$ cat config.mk
export PLATFORM = sky130hd
export DESIGN_NAME = notas_xylo
export DESIGN_NICKNAME = d
export VERILOG_FILES = /design/src/rtl/notas_xylo.sv
export SDC_FILE = /design/constraint.sdc
export NUM_CORES = 1
export LEC_CHECK = 0
export ABC_CLOCK_PERIOD_IN_PS = 2980
export CAP_MARGIN = 40
export CELL_PAD_IN_SITES_DETAIL_PLACEMENT = 1
export CELL_PAD_IN_SITES_GLOBAL_PLACEMENT = 1
export CORE_AREA = 2 2 39 41
export CTS_CLUSTER_DIAMETER = 60
export CTS_CLUSTER_SIZE = 40
export DETAILED_ROUTE_END_ITERATION = 8
export DIE_AREA = 0 0 41 43
export GPL_TIMING_DRIVEN = 0
export PLACE_DENSITY_LB_ADDON = 0.25
export SYNTH_ARGS = -nofsm -noshare
export SYNTH_HDL_FRONTEND = slang
export SYNTH_SLANG_ARGS = --single-unit
$ cat constraint.sdc
create_clock -name clock -period 2.98 [get_ports clock]
set_input_delay 0.447 -clock clock [delete_from_list [all_inputs] [get_ports clock]]
set_output_delay 0.447 -clock clock [all_outputs]
set_load 0.1 [all_outputs]
$ cat src/rtl/notas_xylo.sv
// Xylophone note decoder: captures {a,b,c,d} on ready and drives a 7-segment note letter; one-edge latency.
// No backpressure: ready is a plain load strobe and outputs hold between loads; reset blanks immediately.
module notas_xylo #(
  parameter bit SEG_ACTIVE_LOW = 1'b0
) (
  input  logic clock,
  input  logic reset,
  input  logic ready,
  input  logic a,
  input  logic b,
  input  logic c,
  input  logic d,
  output logic s0,
  output logic s1,
  output logic s2,
  output logic s3,
  output logic s4,
  output logic s5,
  output logic s6
);

  localparam logic [6:0] SEG_MASK = {7{SEG_ACTIVE_LOW}};

  logic [1:0] rst_sync_q;
  logic [3:0] code;
  logic [6:0] seg_dat;
  logic [6:0] seg_q;

  assign code = {a, b, c, d};

  // Release is held off for two edges so the first load never races reset removal.
  always_ff @(posedge clock or negedge reset) begin
    if (!reset) begin
      rst_sync_q <= 2'b00;
    end else begin
      rst_sync_q <= {rst_sync_q[0], 1'b1};
    end
  end

  // Bit 6 is segment a (s0), bit 0 is segment g (s6); the octave bit does not change the letter.
  always_comb begin
    seg_dat = 7'b0000001;
    case (code)
      4'd0, 4'd8:  seg_dat = 7'b1001110;
      4'd1, 4'd9:  seg_dat = 7'b0111101;
      4'd2, 4'd10: seg_dat = 7'b1001111;
      4'd3, 4'd11: seg_dat = 7'b1000111;
      4'd4, 4'd12: seg_dat = 7'b1011110;
      4'd5, 4'd13: seg_dat = 7'b1110111;
      4'd6, 4'd14: seg_dat = 7'b0011111;
      default:     seg_dat = 7'b0000001;
    endcase
  end

  // Polarity is folded in before the flop so the pins come straight from registers.
  always_ff @(posedge clock or negedge reset) begin
    if (!reset) begin
      seg_q <= SEG_MASK;
    end else if (rst_sync_q[1] && ready) begin
      seg_q <= seg_dat ^ SEG_MASK;
    end
  end

  assign {s0, s1, s2, s3, s4, s5, s6} = seg_q;

endmodule

### Word level (Yosys, flattened, before mapping)

Memory sizes are Yosys's and may differ from the RTL's. A register that Yosys moved wholly into a read port is not among the register bits.
Index checks and enable logic that the tools add are counted.

* register bits after elaboration: 2
* bits in latches: 0
* bits in writable memories: 0
* ROM bits: 112
* input port bits: 7
* output and inout bits: 7
* word-level logic and storage cells: 4
* memories kept: 1

Memories
* (name not given): depth 16, bits a word 7, rd ports 1, clocked after memory_dff 1, wr ports 0, RTL line 43 `case (code)`

* add/subtract/negate cells: 0
* multiply operators: 0
* div/mod/pow operators: 0
* $lt $le $gt $ge: 0
* eq/ne operators: 0
* shifts and indexed selects: 0
* mux-type cells: 0
* bitwise logic cells: 0
* reductions and logical operators: 2

Operator list (count)
* logical AND 1 bit: 1
* zero test 1 bit: 1

### Longest topological paths before layout

* depth after elaboration: 1
* mapped depth: 3

### Worst setup path after synthesis

Ideal clock, no wire load.

* path kind: register to output
* start point: register seg_q[4]
* end point: output port s2
* arrival time: 898 ps
* slack: 1635 ps
* cell stages (with the launch flop): 1
* cells stage by stage: dfrtp_1

RTL lines
* start, declared: RTL line 27 `logic [6:0] seg_q;`
* end, declared: RTL line 15 `output logic s2,`

No word-level cell between the ends.

### Final worst setup path

* start point: register seg_q[3]
* end point: output port s3

RTL lines
* end, declared: RTL line 16 `output logic s3,`

No word-level cell between the ends.

==> results.toml <==
[outcome]
status = "finished clean"

[clock_network]
clkLatencyLatePin_ns = 0.26
h-tree-depth = 1
cts_tree = "yes"
cts_root_buf = "clkbuf_4"
path_clk_slew_ns = 0.06
hold_buffers = 0
clock_path_buffers = 2
cts_made_buffers = 3
cts_num_sinks = 9
postCtsSetupBuffers = 0
cts_resized = 0

[critical_path]
crit_chain = "clkdlybuf4s50_1 -> buf_8"
arrival_ns = 1.33
cp_slowest_cell = "clkdlybuf4s50_1"
r2r.worst_path.cells = 3
max_stage_delay_ns = 0.52
r2r-start = "rst_sync_q[1]$_DFF_PN0_"
crit_type = "reg2out"
path_max_fanout = 2
startpoint_type = "flop"
crit_path_end_kind = "primary output"
timing.rr.end = "seg_q[3]$_DFFE_PN0P_"
rrSetupSlack_ns = 1.80
worstPathRequired_ns = 2.53

[detailed_routing]
wl_per_cell_um = 11.1
postRouteAntennaNets = 0
first_pass_iters = 4
viasPerCell = 4.59
vias = 326
drc = 0
initialDrtViolationCount = 3
drt-total-wl_um = 791

[global_route]
antenna_found_initial = 0
grt_pass1_vias = 332
grt_start_max_net_pins = 10
grtUsageTotal_pct = 12.4
grt-ovfl-total = 0
grt_pass1_wl_mm = 1.44

[die]
start_util_pct = 27.1
die_w_um = 41
die_area_um2 = 1760
core_um2 = 1380
boundaryPins = 14
rows = 14
die_y_um = 43

[yosys]
ys_seq_area_share_pct = 60.0
syn-instance-count = 32
yosysWarnings = 0
syn_area_per_cell_um2 = 11.7
syn_area_um2 = 375
ys_types = 19
synth_seq_cells = 9
synth_nets = 39

[timing]
tns_ns = 0
worst_slack_ns = 1.20
fmax_mhz = 562
fin_skew_ns = 0.00231
setup_viol_count_final = 0
maxSlewViolCount = 0
period_share_pct = 59.7
period_needed_ns = 1.78
hold_ws_ns = 0.374
rsz0062_at_grt = "no"
hold_viol = 0

[cells_and_area]
finalNonFillerCells = 71
layout-drive-gt1-share_pct = 21.8
num_antenna_cells = 0
final_cell_mix = "12 x clkdlybuf4s50_1, 9 x dfrtp_1, 7 x buf_8"
layout_commonest_cell = "clkdlybuf4s50_1"
area_growth_pct = 72.3
final_nets = 63

[power]
irDropWorstVdd_mv = 0.214
switchingPower_mw = 0.167
p_leak_nw = 0.272
p_comb_share_pct = 44.6
p_int_mw = 0.258
clockPowerShare_pct = 21.7
power-per-cell-area_nw_per_um2 = 656
switching_share_pct = 39.3
total_power_mw = 0.424
p_seq_share_pct = 33.7

[min_path]
min-delay-start = "rst_sync_q[0]$_DFF_PN0_"
hold_end = "rst_sync_q[1]$_DFF_PN0_"
whs_path_depth = 0
hold_class = "reg2reg"

[placed_design]
numPlacedInstances = 67
hpwl_um = 621
port_buffers = 12
dp_slack_ns = 1.19
gp_congestion = 0.721

[flow_run]
maxCapViolCount = 0
worst max-delay path: cells and delay by family (launching register included):
family | cells | cell delay [ns]
DFF | 1 | 0.35
buffers and inverters | 2 | 0.72
cells in the mapped netlist (all sizes together):
library cell | n | share of area (%)
a31o | 1 | 2.3
inv | 1 | 1.0
a21oi | 5 | 6.7
mux2i | 1 | 2.7
a21boi | 1 | 2.0
buf | 1 | 1.3
or2b | 1 | 2.0
a31oi | 2 | 3.3
nand2 | 1 | 1.0
dfrtp | 9 | 60
xnor2 | 1 | 2.3
a41oi | 1 | 2.3
or3b | 1 | 2.3
nand2b | 1 | 1.7
o21ai | 1 | 1.3
mux2 | 1 | 4.0
conb | 1 | 1.0
nor2 | 1 | 1.0
and2 | 1 | 1.7
power by group through the flow:
| stage | Combinational (mW) | Clock, mW | Sequential (mW) |
|---|---|---|---|
| after global routing | 0.197 | 0.103 | 0.145 |
| after global placement | 0.149 | 0 | 0.144 |
| after CTS | 0.191 | 0.0954 | 0.143 |
| after detailed placement | 0.190 | 0 | 0.146 |
| after floorplan | 0.0194 | 0 | 0.234 |
| final | 0.189 | 0.0922 | 0.143 |
area by class of cell:
cell class	instances	area, um2
clock buffer	4	26.3
sequential	9	225
fill	156	737
inverter	1	3.75
tap	16	20.0
multi-input combinational	21	141
timing repair buffer	19	225
buffer	1	5.00
worst max path at each step:
stage | cells past startpoint | endpoint | slack [ns] | startpoint
5_1_grt | 2 | s6 | 1.14 | seg_q[0]$_DFFE_PN0P_
3_5_place_dp | 4 | seg_q[3]$_DFFE_PN0P_ | 1.19 | ready
4_1_cts | 2 | s6 | 1.18 | seg_q[0]$_DFFE_PN0P_
3_3_place_gp | 1 | s4 | 1.07 | seg_q[2]$_DFFE_PN0P_
6_report | 2 | s3 | 1.20 | seg_q[3]$_DFFE_PN0P_
2_1_floorplan | 0 | s2 | 1.64 | seg_q[4]$_DFFE_PN0P_
routing by layer:
metal	wire length, um	vias to the layer above	global-route usage (%)
li1	-	158	-
met1	347	158	15.7
met2	403	10	17.5
met3	39	0	2.09
met4	0	0	10.0
met5	0	-	0
registers in the layout (all words and copies together) (netlist names):
| signal | count |
|---|---|
| seg_q | 7 |
| rst_sync_q | 2 |
logic make-up (layout without fill, tap and decap cells):
family	Yosys count	in the layout	synth area share [%]
other cells	1	1	0.999
xor+xnor	1	1	2.33
mux	2	2	6.67
buf+inv	2	25	2.33
simple gates	6	6	9.67
compound gates	11	11	18.0
flops	9	9	60.0
metrics by stage:
stage | utilization, % | instance area, um2
finish | 46.7 | 647
global route | 46.7 | 647
CTS | 46.7 | 647
detailed placement | 44.8 | 621
global placement | 37.3 | 515
floorplan | - | 375
No activity file was read; power rests on OpenSTA's default activity.
